**src/rtl/memory_stage.sv**
```systemverilog
// Pipeline MEM stage: drives the data-memory request/grant/response handshake
// for loads and stores, aligns and extends load data, and fills the MEM/WB
// register. Upstream is stalled while a memory transaction has not retired.
module memory_stage (
  input  logic        clk,
  input  logic        rst,
  input  logic        exValid,
  input  logic [31:0] exAluResult,
  input  logic [31:0] exRamData,
  input  logic        exMemRead,
  input  logic        exMemWrite,
  input  logic [2:0]  exFunct3,
  input  logic        exRegWrite,
  input  logic        exMemToReg,
  input  logic [4:0]  exRd,
  output logic        memStall,
  output logic        dReq,
  output logic        dWe,
  output logic [31:0] dAddr,
  output logic [31:0] dWdata,
  output logic [3:0]  dBe,
  input  logic        dGnt,
  input  logic        dRvalid,
  input  logic [31:0] dRdata,
  output logic        wbValid,
  output logic        wbRegWrite,
  output logic        wbMemToReg,
  output logic [4:0]  wbRd,
  output logic [31:0] wbAluResult,
  output logic [31:0] wbLoadData,
  output logic        misalignFault,
  output logic [31:0] faultAddr
);

  typedef enum logic [1:0] {IDLE, WAIT_GNT, WAIT_RVALID} state_t;

  state_t      state, stateNext;
  logic [1:0]  off;
  logic        active, memOp, sizeFault, faultNow, retire;
  logic [3:0]  beRaw;
  logic [31:0] shifted, loadData;

  assign off   = exAluResult[1:0];
  assign dAddr = {exAluResult[31:2], 2'b00};

  // Size/alignment legality of the current access
  always_comb begin
    sizeFault = 1'b0;
    case (exFunct3)
      3'b000, 3'b100: sizeFault = 1'b0;
      3'b001, 3'b101: sizeFault = off[0];
      3'b010:         sizeFault = (off != 2'b00);
      default:        sizeFault = 1'b1;
    endcase
  end

  // Store lane replication and byte enables
  always_comb begin
    beRaw  = 4'b1111;
    dWdata = exRamData;
    case (exFunct3[1:0])
      2'b00: begin
        beRaw  = 4'b0001 << off;
        dWdata = {4{exRamData[7:0]}};
      end
      2'b01: begin
        beRaw  = 4'b0011 << off;
        dWdata = {2{exRamData[15:0]}};
      end
      default: begin
        beRaw  = 4'b1111;
        dWdata = exRamData;
      end
    endcase
  end

  // Load byte/half selection and sign/zero extension
  always_comb begin
    shifted  = dRdata >> {off, 3'b000};
    loadData = dRdata;
    case (exFunct3)
      3'b000:  loadData = {{24{shifted[7]}}, shifted[7:0]};
      3'b100:  loadData = {24'h0, shifted[7:0]};
      3'b001:  loadData = {{16{shifted[15]}}, shifted[15:0]};
      3'b101:  loadData = {16'h0, shifted[15:0]};
      default: loadData = dRdata;
    endcase
  end

  // Next-state, request, stall and retire decode; everything quiet during reset
  always_comb begin
    stateNext = state;
    dReq      = 1'b0;
    memStall  = 1'b0;
    retire    = 1'b0;
    faultNow  = 1'b0;
    active    = exValid & ~rst;
    memOp     = active & (exMemRead | exMemWrite);
    if (!rst) begin
      case (state)
        IDLE: begin
          if (active) begin
            if (!memOp) begin
              retire = 1'b1;
            end else if (sizeFault) begin
              faultNow = 1'b1;
            end else begin
              dReq = 1'b1;
              if (exMemWrite && dGnt) begin
                retire = 1'b1;
              end else begin
                memStall  = 1'b1;
                stateNext = (exMemRead && dGnt) ? WAIT_RVALID : WAIT_GNT;
              end
            end
          end
        end
        WAIT_GNT: begin
          dReq = 1'b1;
          if (dGnt && exMemWrite) begin
            retire    = 1'b1;
            stateNext = IDLE;
          end else begin
            memStall = 1'b1;
            if (dGnt) stateNext = WAIT_RVALID;
          end
        end
        WAIT_RVALID: begin
          if (dRvalid) begin
            retire    = 1'b1;
            stateNext = IDLE;
          end else begin
            memStall = 1'b1;
          end
        end
        default: stateNext = IDLE;
      endcase
    end
    dWe = dReq & exMemWrite;
    dBe = dReq ? beRaw : 4'b0000;
  end

  // FSM state register
  always_ff @(posedge clk) begin
    if (rst) state <= IDLE;
    else     state <= stateNext;
  end

  // MEM/WB register and fault capture; non-retiring cycles load a bubble
  always_ff @(posedge clk) begin
    if (rst) begin
      wbValid       <= 1'b0;
      wbRegWrite    <= 1'b0;
      wbMemToReg    <= 1'b0;
      wbRd          <= '0;
      wbAluResult   <= '0;
      wbLoadData    <= '0;
      misalignFault <= 1'b0;
      faultAddr     <= '0;
    end else begin
      misalignFault <= faultNow;
      if (faultNow) faultAddr <= exAluResult;
      if (retire) begin
        wbValid     <= 1'b1;
        wbRegWrite  <= exRegWrite;
        wbMemToReg  <= exMemToReg;
        wbRd        <= exRd;
        wbAluResult <= exAluResult;
        wbLoadData  <= (state == WAIT_RVALID) ? loadData : '0;
      end else begin
        wbValid     <= 1'b0;
        wbRegWrite  <= 1'b0;
        wbMemToReg  <= 1'b0;
        wbRd        <= '0;
        wbAluResult <= '0;
        wbLoadData  <= '0;
      end
    end
  end

endmodule

```
**config.mk**
```make
export PLATFORM = sky130hd
export DESIGN_NAME = memory_stage
export DESIGN_NICKNAME = d
export VERILOG_FILES = /design/src/rtl/memory_stage.sv
export SDC_FILE = /design/constraint.sdc
export NUM_CORES = 1
export LEC_CHECK = 0
export CORE_UTILIZATION = 37
export CTS_CLUSTER_DIAMETER = 120
export DETAILED_ROUTE_END_ITERATION = 8
export HOLD_SLACK_MARGIN = 0.08
export PLACE_DENSITY = 0.8
export SLEW_MARGIN = 20
export SYNTH_ARGS = -nofsm -noshare
export SYNTH_HDL_FRONTEND = slang
export SYNTH_SLANG_ARGS = --single-unit
```
**constraint.sdc**
```tcl
create_clock -name clk -period 2.66 [get_ports clk]
set_input_delay 0.532 -clock clk [delete_from_list [all_inputs] [get_ports clk]]
set_output_delay 0.532 -clock clk [all_outputs]
set_load 0.01 [all_outputs]
```
Yosys cells after proc, flatten, opt, wreduce, memory -nomap -nowiden
Index checks and enable logic that the tools add are counted.
- eq/ne operators: 13
- shift-type cells: 3
- multiplexer cells: 39
- bitwise gates (word level): 7
- reductions and logical operators: 11
- operators by type and width (kind ; number):
    one-hot mux 32 bit (4 select lines) ; 1
    one-hot mux 32 bit (2 select lines) ; 1
    right shift 32 x 5 -> 16 bit ; 1
    two-way mux 1 bit ; 22
    two-way mux 2 bit ; 8
    != test 2 bit (second input constant) ; 5
    one-hot mux 1 bit (3 select lines) ; 3
    one-hot mux 4 bit (2 select lines) ; 1
    == test 3 bit (second input constant) ; 2
    one-hot mux 2 bit (3 select lines) ; 1
    AND reduction 6 bit ; 1
    OR reduction 2 bit ; 3
    == test 2 x 1 -> 1 bit (second input constant) ; 2
    logical NOT 2 bit ; 2
    two-way mux 4 bit ; 1
    left shift 1 x 2 -> 4 bit (first input constant) ; 1
    left shift 2 x 2 -> 4 bit (first input constant) ; 1
    AND 1 bit ; 3
    == test 3 x 1 -> 1 bit (second input constant) ; 1
    == test 3 x 2 -> 1 bit (second input constant) ; 1
    logical NOT 3 bit ; 1
    != test 3 bit (second input constant) ; 1
    inverter 1 bit ; 3
    OR reduction 3 bit ; 1
    5 further kinds ; 6
- bits in registers: 107
- bits of input ports: 113
- output and inout bits: 176
- word-level logic and storage cells: 82

Logic depth before layout (Yosys ltp)
Gate-level depths: netlist of run 1.
- depth after elaboration: 10
- gate-level depth with buffers: 7

Worst setup path after synthesis of run 1
Ideal clock, no wire load.
- path type: input port to output port
- from: in exFunct3[0]
- to: out dWe
- data arrival time: 1.821 ns
- data required time: 2.128 ns
- slack: 0.307 ns
- stages: 7
- path buffers: 2
- path through: buf_2 -> a21oi_1 -> or2_2 -> buf_2 -> a32oi_2 -> inv_1 -> and2_1
- longest elaborated chain between the ends: 9
- elaborated cells between the ends (all ways): 14
- RTL lines (what ; line ; source):
    start, declared ; 12 ; input logic [2:0] exFunct3,
    == test 3 bit (tied with other cells) ; 49 ; case (exFunct3)
    OR reduction 2 bit ; 49 ;
    one-hot mux 1 bit (3 select lines) * ; 49 ;
    two-way mux 1 bit * ; 105 ; end else if (sizeFault) begin
    two-way mux 1 bit * ; 103 ; if (!memOp) begin
    two-way mux 1 bit * ; 102 ; if (active) begin
    one-hot mux 1 bit (2 select lines) * ; 100 ; case (state)
    two-way mux 1 bit * ; 99 ; if (!rst) begin
    net dReq ; 17 ; output logic dReq,
    AND 1 bit * ; 139 ; dWe = dReq & exMemWrite;
    end, declared ; 18 ; output logic dWe,
The timed path passes the listed nets; every way through them passes the cells marked *.

Worst setup path in the final report of run 1
- from: in rst
- to: out dBe[1]
- longest elaborated chain between the ends: 8
- RTL lines (what ; line ; source):
    start, declared ; 6 ; input logic rst,
    inverter 1 bit ; 97 ; active = exValid & ~rst;
    AND 1 bit ; 97 ;
    AND 1 bit ; 98 ; memOp = active & (exMemRead | exMemWrite);
    two-way mux 1 bit ; 103 ;
    two-way mux 1 bit ; 102 ;
    one-hot mux 1 bit (2 select lines) ; 100 ;
    two-way mux 1 bit * ; 99 ;
    two-way mux 4 bit * ; 140 ; dBe = dReq ? beRaw : 4'b0000;
    end, declared ; 21 ; output logic [3:0] dBe,
Every way passes the cells marked *; elsewhere a longest branch is shown, timed or not.

==> impl_metrics.tcl, run 1 <==
set metrics [dict create \
    status "finished clean" \
    htree_num_levels 3 \
    finalNonFillerCells 959 \
    overflow 0 \
    io_buffer_count 286 \
    swShare_pct 26.5 \
    synthArstFlopShare_pct 0 \
    clock_path_buffers 2 \
    coreArea_um2 12200 \
    die_w_um 115 \
    vias 4809 \
    drt_wl_total_mm 16.1 \
    dp_hpwl_mm 12.5 \
    cts_tree "built" \
    pwr-share-comb_pct 20.5 \
    worst_setup_path_end_kind "output pin" \
    maxCapViolations 0 \
    slew_violations 0 \
    ys_dominant_reg_cell "dfxtp_1" \
    switching_power_mw 0.975 \
    dp_slack_ns -0.465 \
    syn-cell-area_um2 4710 \
    syn_inst 530 \
    setup_viol 0 \
    fill_cells 1007 \
    syn_area_per_cell_um2 8.89 \
    start_util_pct 38.6 \
    ios 289 \
    worst_pin_slew_ns 0.705 \
    grt_pass1_wl_mm 24.0 \
    grt_util_all_layers_pct 23.7 \
    min_period_over_period_pct 97.0 \
    numCtsBuffers 9 \
    rsz0062_at_grt "no" \
    clk_pin_slew_ns 0.08 \
    insertedDiodeCount 0 \
    leakage_nw 3.04 \
    clock-skew-final_ns 0.00954 \
    max_freq_mhz 387 \
    period_minus_slack_ns 2.58 \
    cp-start-kind "input pin" \
    ant_nets 0 \
    power_density_nw_per_um2 464 \
    grt_max_degree 34 \
    ys_seq_elements 107 \
    seqPwrFrac_pct 44.8 \
    gp_congestion 0.837 \
    antenna_found_initial 0 \
    die_h_um 115 \
    routed_via_density 5.01 \
    hold_buffers 0 \
    seq_area_um2 2140 \
    worst_hold_path_type "reg -> reg" \
    reg2reg_setup_slack_ns 0.76 \
    yosysWarningCount 0 \
    clk_latency_ns 0.35 \
    area_delta_synth_final_pct 68.1 \
    rows 40 \
    fin_ws_ns 0.0793 \
    clock_sinks 107 \
    ir_drop_v 0.000304 \
    final_hold_viol_count 0 \
    synth-edff-count 0 \
    drive_gt1_share_pct 12.6 \
    dieArea_um2 13200 \
    multi_input_area_um2 2100 \
    critPathRequiredTime_ns 2.13 \
    first_global_vias 4805 \
    post_drt_wl_per_cell_um 16.8 \
    power_mw 3.67 \
    nets 899 \
    synth.distinct_cells 40 \
    drt_iter0_drc 305 \
    cp_data_arrival_time_ns 2.05 \
    seq_area_frac_synth_pct 45.5 \
    internal-power_mw 2.70 \
    clk_root_buffer_cell "clkbuf_16" \
    max_slew_margin_pct 52.8 \
    clkPwrFrac_pct 34.8 \
    dp.cells 940 \
    firstDrtPassIters 4 \
    drc 0 \
    crit_type "in -> out" \
    cp_max_fo 5 \
]
## layer usage
layer | vias to the layer above | track usage (%) | wire length, µm
li1 | 2296 | - | -
met1 | 2260 | 23.6 | 5770
met2 | 225 | 45.9 | 8540
met3 | 28 | 5.75 | 1290
met4 | 0 | 11.2 | 485
met5 | - | 0 | 0
## repair_timing
| item | in CTS | in global routing |
|---|---|---|
| resized for setup | 20 | 10 |
| pin swaps | 2 | 2 |
| hold endpoints to repair | 0 | 0 |
| cloned | 0 | 0 |
| setup endpoints to repair | 15 | 13 |
| buffers inserted | 2 | 1 |
## placed cells by master, fill, tap and decap left out, types with 16 or more instances in the layout
cell             Yosys  layout
a21oi_1             62      59
and2_1              41      41
buf_4               43      38
clkdlybuf4s50_1      0     268
dfxtp_1            107     107
mux2_2              16      16
mux2i_1             18      18
nand2_1             37      37
nand3_1             37      37
nor2_1              30      29
o21ai_0             51      50
## critical path: stages
cell and delay [ns]:
clkdlybuf4s50_1 0.52, nor3_1 0.29, a32oi_2 0.15, buf_4 0.18, nor2_1 0.10, dlygate4sd2_1 0.28
## flip-flops by register name (all words and copies together), names as in the netlist
register / flops
misalignFault: 1
wbValid: 1
wbRd: 5
wbAluResult: 32
wbMemToReg: 1
wbRegWrite: 1
state: 2
faultAddr: 32
wbLoadData: 32
## area by class of cell
cell class,count,share of cell area [%]
Clock buffer,9,2.84
Clock inverter,7,0.758
Inverter,2,0.0948
Multi-Input combinational cell,340,26.5
Sequential cell,107,27.1
Tap cell,168,2.65
Timing Repair Buffer,326,40.1
## power groups by stage
stage / Sequential [mW] / Combinational, mW / Clock (mW)
after floorplan: 1.70 / 0.306 / 0
after CTS: 1.64 / 0.754 / 1.30
after global placement: 1.68 / 0.737 / 0
final: 1.64 / 0.753 / 1.28
after global routing: 1.65 / 0.803 / 1.37
after detailed placement: 1.68 / 0.749 / 0
## path summary, 6_finish.rpt
path	from	endpoint	cells after the start
worst max-delay path	rst	dBe[1]	6
worst min-delay path	faultAddr[2]	faultAddr[2]	2
worst max register to register	state[1]	wbLoadData[22]	6
worst min register to register	faultAddr[2]	faultAddr[2]	2
## cells in the mapped netlist (3+ instances only)
cell,number,area (µm²)
nor2_1,30,113
o21ai_0,51,255
nand2b_1,4,25.0
mux2_2,16,180
nand2_1,37,139
nor3_1,3,15.0
clkbuf_1,23,86.3
a211oi_2,9,113
buf_2,11,55.1
mux2i_1,18,180
dfxtp_1,107,2140
buf_4,43,323
a21oi_1,62,310
and2_1,41,257
nor2b_1,4,25.0
nor3_2,3,30.0
o2bb2ai_1,5,43.8
nand3_1,37,185
## metrics by stage
stage | TNS [ns] | hold WS [ns] | util (%) | instance area [µm²]
global placement | -3.92 | 0.462 | 62.2 | 7590
finish | 0 | 0.477 | 64.8 | 7920
detailed placement | -4.27 | 0.468 | 62.2 | 7590
CTS | 0 | 0.478 | 64.6 | 7890
global route | 0 | 0.499 | 64.8 | 7920
floorplan | 0 | 0.498 | - | 4710
## cells by family after synthesis
family | after synthesis | synth area share, %
AND/OR/NAND/NOR | 164 | 18.1
other | 1 | 0.0796
buffers and inverters | 84 | 10.6
XOR/XNOR | 1 | 0.186
multiplexers | 35 | 8.13
flip-flops | 107 | 45.5
AO/OA/AOI/OAI | 138 | 17.4
(Power assumes the default switching activity.)
==> run 2, diff against run 1 <==
- CAP_MARGIN: not set -> 20
==> results of run 2 <==
Final layout, timing and power as in run 1 (identical DEF).
==> run 3, diff against run 2 <==
- CORE_AREA: not set -> 2 2 113 115
- CORE_UTILIZATION: 37 -> not set
- DIE_AREA: not set -> 0 0 115 117
- DONT_BUFFER_PORTS: not set -> 1
- PLACE_DENSITY: 0.8 -> not set
- SLEW_MARGIN: 20 -> 30
==> impl_metrics.tcl, run 3 (synthesized netlist as in run 1, its figures left out) <==
set metrics [dict create \
    fin_util_pct 39.2 \
    slew_violations 0 \
    vias 3588 \
    final_common_cell "dfxtp_1" \
    first_global_vias 3490 \
    drc 0 \
    crit_type "in -> out" \
    routed_via_density 5.70 \
    gp_congestion 0.815 \
    drt_wl_total_mm 13.7 \
    min_path_cells 1 \
    multi_input_area_um2 2080 \
    clock_sinks 107 \
    final_cell_mix "107 x dfxtp_1, 61 x a21oi_1, 50 x o21ai_0, 41 x and2_1" \
    cts_tree "built" \
    leakage_nw 1.78 \
    finalNonFillerCells 629 \
    numCtsBuffers 9 \
    area_delta_synth_final_pct 2.58 \
    period_minus_slack_ns 2.33 \
    start_util_pct 38.3 \
    setup_viol 0 \
    insertedDiodeCount 0 \
    ant_nets 0 \
    final_hold_viol_count 0 \
    fill_cells 1258 \
    worst-r2r-cell-count 5 \
    ios 289 \
    post_drt_wl_per_cell_um 21.7 \
    critPathRequiredTime_ns 2.13 \
    clk_root_buffer_cell "clkbuf_16" \
    rows 41 \
    clock-skew-final_ns 0.0155 \
    status "finished clean" \
    dp_hpwl_mm 10.3 \
    worst_pin_slew_ns 0.720 \
    io_buffer_count 0 \
    drt_iter0_drc 202 \
    ir_drop_v 0.000253 \
    setup-tns-final_ns 0 \
    grt_util_all_layers_pct 19.7 \
    clk_latency_ns 0.35 \
    antenna_found_initial 0 \
    maxCapViolations 0 \
    power_density_nw_per_um2 675 \
    min_period_over_period_pct 87.6 \
    die_w_um 115 \
    holdWs_ns 0.252 \
    max_freq_mhz 429 \
    coreArea_um2 12300 \
    worst_hold_path_type "in -> reg" \
    hold_buffers 0 \
    seq_area_um2 2140 \
    die_h_um 117 \
    htree_num_levels 3 \
    firstDrtPassIters 4 \
    cp-start-kind "input pin" \
    max_slew_margin_pct 51.8 \
    worst_setup_path_end_kind "output pin" \
    cp_max_fo 25 \
    top_regs "faultAddr: 32 flops, wbAluResult: 32 flops, wbLoadData: 32 flops" \
    dp.cells 614 \
    clk_pin_slew_ns 0.07 \
    cp_data_arrival_time_ns 1.80 \
    rsz0062_at_grt "no" \
    dieArea_um2 13500 \
    grt_pass1_wl_mm 19.9 \
    nets 588 \
    overflow 0 \
    drive_gt1_share_pct 14.0 \
    power_mw 3.26 \
    clock_path_buffers 2 \
    grt_max_degree 53 \
    post_cts_buffers 0 \
    ctsResizeCount 0 \
]
run 3: cell types whose count changed in the layout (fill, tap and decap cells not counted), moves of 2 or more:
cell	before	now
clkdlybuf4s50_1	268	0
buf_4	38	15
dlygate4sd2_1	7	0
dlymetal6s2s_1	6	0
a21oi_1	59	61
a21oi_2	3	1
buf_2	2	0
clkdlybuf4s15_2	2	0
clkinvlp_4	2	0
run 3: final cells by class:
| class | instances | area share, % |
|---|---|---|
| Sequential cell | 107 | 44.3 |
| Multi-Input combinational cell | 340 | 43.1 |
| Clock buffer | 9 | 4.66 |
| Tap cell | 150 | 3.89 |
| Timing Repair Buffer | 15 | 2.33 |
| Clock inverter | 6 | 1.50 |
| Inverter | 2 | 0.155 |
run 3: path summary, 6_finish.rpt:
check,start,endpoint,slack [ns]
worst min-delay path,rst,faultAddr[30],0.25
worst min register to register,faultAddr[30],faultAddr[30],0.52
worst max register to register,state[1],wbLoadData[10],0.75
worst max-delay path,exFunct3[0],dWe,0.33
run 3: worst max-delay path: stages:
cell and delay (ns):
a21oi_1 0.10, or2_2 0.35, a32oi_2 0.48, inv_1 0.11, and2_1 0.22
run 3: through the flow:
step | setup slack (ns) | cell area (µm²)
6_report | 0.331 | 4830
5_1_grt | 0.185 | 4830
4_1_cts | 0.306 | 4830
3_5_place_dp | 0.319 | 4530
3_3_place_gp | 0.346 | 4530
2_1_floorplan | 0.307 | 4710
run 3: per-layer routing:
| layer | global-route usage, % | part of all wire [%] | up-vias |
|---|---|---|---|
| li1 | - | - | 1670 |
| met1 | 21.1 | 37 | 1698 |
| met2 | 34.9 | 51 | 203 |
| met3 | 8.55 | 10 | 17 |
| met4 | 6.43 | 2.1 | 0 |
| met5 | 0 | 0 | - |
run 3: power breakdown:
group	switching (mW)	internal (mW)
Combinational	0.163	0.106
Clock	0.592	0.736
Sequential	0.0326	1.63
Total	0.787	2.47
